`src/rtl/neuron_pkg.sv`:
```
// Shared types for the neuron register file.
package neuron_pkg;

   typedef enum logic [0:0] {
      RF_IDLE  = 1'b0,
      RF_CLEAR = 1'b1
   } reg_file_state_t;

endpackage

```
`src/rtl/neuron_reg_file.sv`:
```
// Dual-read, single-write register file with a one-entry-per-cycle clear sweep.
// Optional macro NEURON_REG_FILE_BYPASS_EN forwards same-edge accepted writes to the read ports.
module neuron_reg_file
   import neuron_pkg::*;
#(
   parameter  int NUM_BIT  = 16,
   parameter  int NUM_REG  = 8,
   localparam int ADDR_BIT = $clog2(NUM_REG)
) (
   input  logic                clk,
   input  logic                reset,
   input  logic                reg_write,
   input  logic [ADDR_BIT-1:0] write_addr,
   input  logic [NUM_BIT-1:0]  write_data,
   input  logic [ADDR_BIT-1:0] read_addr_a,
   input  logic [ADDR_BIT-1:0] read_addr_b,
   input  logic                clear,
   output logic [NUM_BIT-1:0]  read_data_a,
   output logic [NUM_BIT-1:0]  read_data_b,
   output logic                busy
);

   localparam logic [ADDR_BIT-1:0] LAST_PTR = ADDR_BIT'(NUM_REG - 1);

   reg_file_state_t     state, state_nxt;
   logic [ADDR_BIT-1:0] clr_ptr, clr_ptr_nxt;
   logic [NUM_BIT-1:0]  mem [NUM_REG];
   logic [NUM_BIT-1:0]  rd_a_nxt, rd_b_nxt;
   logic                wr_accept;

   // clear beats a simultaneous write; nothing is accepted mid-sweep
   assign wr_accept = reg_write && (state == RF_IDLE) && !clear;
   assign busy      = (state == RF_CLEAR);

   always_comb begin
      state_nxt   = state;
      clr_ptr_nxt = clr_ptr;
      case (state)
         RF_IDLE: begin
            if (clear) begin
               state_nxt   = RF_CLEAR;
               clr_ptr_nxt = '0;
            end
         end
         RF_CLEAR: begin
            clr_ptr_nxt = clr_ptr + 1'b1;
            if (clr_ptr == LAST_PTR) begin
               state_nxt   = RF_IDLE;
               clr_ptr_nxt = '0;
            end
         end
         default: begin
            state_nxt   = RF_IDLE;
            clr_ptr_nxt = '0;
         end
      endcase
   end

   always_ff @(posedge clk) begin
      if (reset) begin
         state   <= RF_IDLE;
         clr_ptr <= '0;
      end else begin
         state   <= state_nxt;
         clr_ptr <= clr_ptr_nxt;
      end
   end

   always_ff @(posedge clk) begin
      if (reset) begin
         for (int i = 0; i < NUM_REG; i++) mem[i] <= '0;
      end else if (state == RF_CLEAR) begin
         mem[clr_ptr] <= '0;
      end else if (wr_accept) begin
         mem[write_addr] <= write_data;
      end
   end

   always_comb begin
      rd_a_nxt = mem[read_addr_a];
      rd_b_nxt = mem[read_addr_b];
`ifdef NEURON_REG_FILE_BYPASS_EN
      if (wr_accept && (write_addr == read_addr_a)) rd_a_nxt = write_data;
      if (wr_accept && (write_addr == read_addr_b)) rd_b_nxt = write_data;
`endif
   end

   always_ff @(posedge clk) begin
      if (reset) begin
         read_data_a <= '0;
         read_data_b <= '0;
      end else begin
         read_data_a <= rd_a_nxt;
         read_data_b <= rd_b_nxt;
      end
   end

endmodule

```
`config.mk`:
```
export PLATFORM = sky130hd
export DESIGN_NAME = neuron_reg_file
export DESIGN_NICKNAME = d
export VERILOG_FILES = /design/src/rtl/neuron_pkg.sv /design/src/rtl/neuron_reg_file.sv
export SDC_FILE = /design/constraint.sdc
export NUM_CORES = 1
export LEC_CHECK = 0
export ABC_AREA = 1
export BUFFER_PORTS_ARGS = -buffer_cell sky130_fd_sc_hd__buf_4
export CORE_MARGIN = 2
export CORE_UTILIZATION = 40
export DETAILED_ROUTE_END_ITERATION = 10
export PLACE_DENSITY = 0.68
export SLEW_MARGIN = 15
export SYNTH_ARGS = -nofsm -noshare
export SYNTH_HDL_FRONTEND = slang
export SYNTH_SLANG_ARGS = --single-unit
export TNS_END_PERCENT = 100
```
`constraint.sdc`:
```
create_clock -name clk -period 6.1 [get_ports clk]
set_clock_uncertainty 0.1 [all_clocks]
set_input_delay 0.915 -clock clk [delete_from_list [all_inputs] [get_ports clk]]
set_output_delay 0.915 -clock clk [all_outputs]
set_load 0.005 [all_outputs]
```
==> reports/qor_table.md <==
| Stage | Result | Value |
|:---|:---|:---|
| status | Run status | complete, no violations |
| worst hold path | Type of the worst min-delay path | reg2reg |
| sta | Worst slew margin relative to its limit | 48.0% |
| global routing | First-pass GRT wire length | 32000 um |
| logic synthesis | Count of flip-flops with a built-in enable after synthesis | 128 |
| clocking | Post-cts hold buffer count | 0 |
| sta | Final-report max-slew violation count | 0 |
| route | Routed vias | 6422 |
| clocking | Htree depth | 4 |
| route | Length of routed met2 wiring | 9220 um |
| global routing | Largest net degree at the start of global routing | 129 |
| clocking | Clock root buffer | clkbuf_16 |
| setup path | Required time reported for the critical path endpoint | 6.05 ns |
| global routing | Total overflow reported by the global router | 0 |
| logic synthesis | Cell area after technology mapping | 8030 um^2 |
| logic synthesis | Number of synthesis warnings | 0 |
| sta | PnR worst setup slack | 3.22 ns |
| route | Total DRC errors in the routed layout | 0 |
| clocking | Sink Count | 164 |
| route | Amount of wire on met3 after detailed routing | 1520 um |
| die | Die outline height | 146 um |
| worst hold path | Hold path cells | 1 |
| final layout | Area Overhead vs Synth | 13.5% |
| setup path | Critical path peak fanout | 17 |
| die | DIE WIDTH | 146 um |
| clocking | Number of buffers on the longest clock path | 2 |
| final layout | Fillcell total | 1881 |
| sta | Number of hold-slack violations in the final timing report | 0 |
| clocking | Clock slew at the register clock pins of the worst setup and hold paths | 0.06 ns |
| setup path | Critical path class | in2reg |
| clocking | Post-CTS setup buffer count | 0 |
| sta | Transition time at the pin with the least slew margin | 0.779 ns |
| die | IO Pins | 62 |
| route | Wirelength per Cell | 16.8 um |
| final layout | Antenna diodes | 0 |
| logic synthesis | Syn_area_per_cell | 8.83 um^2 |
| global routing | Vias in the first global route | 5772 |
| die | Core ar. | 19600 um^2 |
| setup path | R2r setup slk | 3.44 ns |
| die | Number of placement rows | 51 |
| sta | Unrepaired setup endpoints after global routing | no |
| route | Initial detailed-routing violation count | 900 |
| logic synthesis | Ranking of synthesized cells by instance count | nor2_1 (192), nand2_1 (164), edfxtp_1 (128), inv_1 (71) |
| final layout | Layout cells sized above 1 | 11.3% |
| route | Top metal layer carrying routed signals | met4 |
| route | Via count normalized by instance count | 5.31 |
| clocking | CTS tree | built |
| place | Routability Congestion | 0.820 |
| power and ir drop | Power per standard cell area | 281 nW/um^2 |
| clocking | Number of buffers created by CTS | 17 |
| setup path | Critical path endpoint category | register |
| route | Number of search-and-repair iterations in the first detailed-routing pass | 5 |
| place | Post-placement setup slack | 2.79 ns |
| place | Detailed Place HPWL | 13500 um |
| logic synthesis | Post-synth top flop | edfxtp_1 |
| logic synthesis | Share of synthesized flip-flops with an asynchronous set or reset | 0% |
| setup path | Register-to-Register Path Depth | 5 |
| logic synthesis | Number of nets in the synthesized netlist | 941 |
| global routing | All-Layer GR Usage | 19.4% |
| setup path | CP Data Arrival Time | 2.83 ns |
| clocking | Number of cells upsized or downsized after cts | 0 |
| global routing | Antenna violations before repair | 0 |
| clocking | Clock latency reported for the late side of the worst-skew pair | 0.43 ns |
| logic synthesis | Cell types with the largest area share after synthesis | edfxtp_1 (48%), dfxtp_1 (9.0%), nor2_1 (9.0%), nand2_1 (7.7%), o211ai_1 (6.0%) |
| die | Initial standard-cell utilization of the core | 41.0% |
| sta | Final Cycle Share | 47.2% |
| logic synthesis | Flip-flop and latch count after synthesis | 164 |
| sta | Number of failing setup endpoints in the final timing report | 0 |
| route | Overall routed net length | 20300 um |
| final layout | # nets final | 962 |
| route | Met1 wire length | 9340 um |
| place | Number of input and output port buffers inserted | 61 |
| power and ir drop | Peak supply drop | 219 uV |
| job | Max-capacitance violation count | 0 |
| logic synthesis | Library cells used by synthesis | 22 |
| die | Area of the die | 21200 um^2 |
| logic synthesis | Sequential cell area fraction in the yosys report | 56.8% |
| logic synthesis | Most repeated cell in the gate-level netlist after synthesis | nor2_1 |
| sta | Post-route minimum period | 2.88 ns |
| setup path | Setup crit start kind | input pin |
| logic synthesis | Cell taking the most area after synthesis | edfxtp_1 |
| route | Antenna violation net count after detailed routing | 0 |
| logic synthesis | Synth Instances | 910 |
| logic synthesis | Portion of synthesized cell area occupied by the leading cell type | 47.9% |
| power and ir drop | Reported leakage power | 0.00365 uW |
| sta | Sum of negative setup slack | 0 ns |
| sta | Timing-limited maximum frequency | 0.347 GHz |
==> cell families (layout without fill, tap and decap cells) <==
group	count (synthesis)	count (layout)	share of synthesized area, %
buffers and inverters	134	168	7.10
flip-flops	164	164	56.8
adder cells (fa/ha/maj)	2	2	0.311
AND/OR/NAND/NOR	412	412	21.2
AO/OA/AOI/OAI	198	198	14.5
==> per-layer routing <==
| layer | track usage, % | vias to the layer above |
|---|---|---|
| met1 | 29.0 | 3020 |
| met5 | 0 | - |
| li1 | - | 3102 |
| met4 | 5.69 | 0 |
| met2 | 29.1 | 280 |
| met3 | 2.88 | 20 |
==> power breakdown <==
| part | internal, uW | switching (uW) |
|---|---|---|
| Sequential | 1260 | 23.8 |
| Clock | 589 | 419 |
| Combinational | 90.2 | 177 |
| Total | 1940 | 620 |
==> through the flow <==
step | total power, uW | hold WS, ns | cell area [um^2] | instances | utilization, %
finish | 2560 | 0.418 | 9110 | 1209 | 46.5
global route | 2650 | 0.444 | 9110 | 1209 | 46.5
CTS | 2560 | 0.425 | 9090 | 1208 | 46.4
detailed placement | 1570 | 0.412 | 8540 | 1176 | 43.6
global placement | 1560 | 0.411 | 8540 | 1176 | 43.6
floorplan | 1470 | 0.398 | 8030 | 910 | -
==> final cells by class <==
class | instances | area, um^2 | share of cell area [%]
Inverter | 72 | 270 | 2.97
Timing Repair Buffer | 64 | 500 | 5.49
Clock buffer | 28 | 529 | 5.81
Clock inverter | 4 | 20.0 | 0.220
Sequential cell | 164 | 4560 | 50.1
Tap cell | 265 | 332 | 3.64
Multi-Input combinational cell | 612 | 2900 | 31.8
==> sequential cells by signal, indices dropped and copies added, names as in the netlist <==
signal / flops
read_data_b: 16
clr_ptr: 3
busy: 1
read_data_a: 16
mem: 128
==> worst paths after layout <==
check | start | to
worst max-delay path | clear | mem[6][8]
worst min-delay path | busy | busy
worst max register to register | busy | mem[6][8]
worst min register to register | busy | busy
==> layout by cell type, fill, tap and decap left out <==
cell / n
a211oi_1: 1
a21oi_1: 65
a32o_1: 2
buf_16: 1
buf_4: 63
clkbuf_1: 7
clkbuf_16: 19
clkbuf_8: 2
clkinv_1: 1
clkinv_2: 4
dfxtp_1: 36
edfxtp_1: 128
ha_1: 2
inv_1: 71
nand2_1: 164
nand2_4: 9
nand3_1: 36
nand3b_1: 2
nor2_1: 192
nor2_2: 6
nor2_4: 3
o211a_1: 1
o211ai_1: 64
o21ai_0: 65
==> worst max-delay path, cell delays in order <==
cell     delay (ns)
buf_4          0.11
nor2_2         0.40
a21oi_1        0.26
nor2_4         0.31
nand2_4        0.19
nand2_1        0.63
Note: power is estimated with default switching activity, not from simulation.
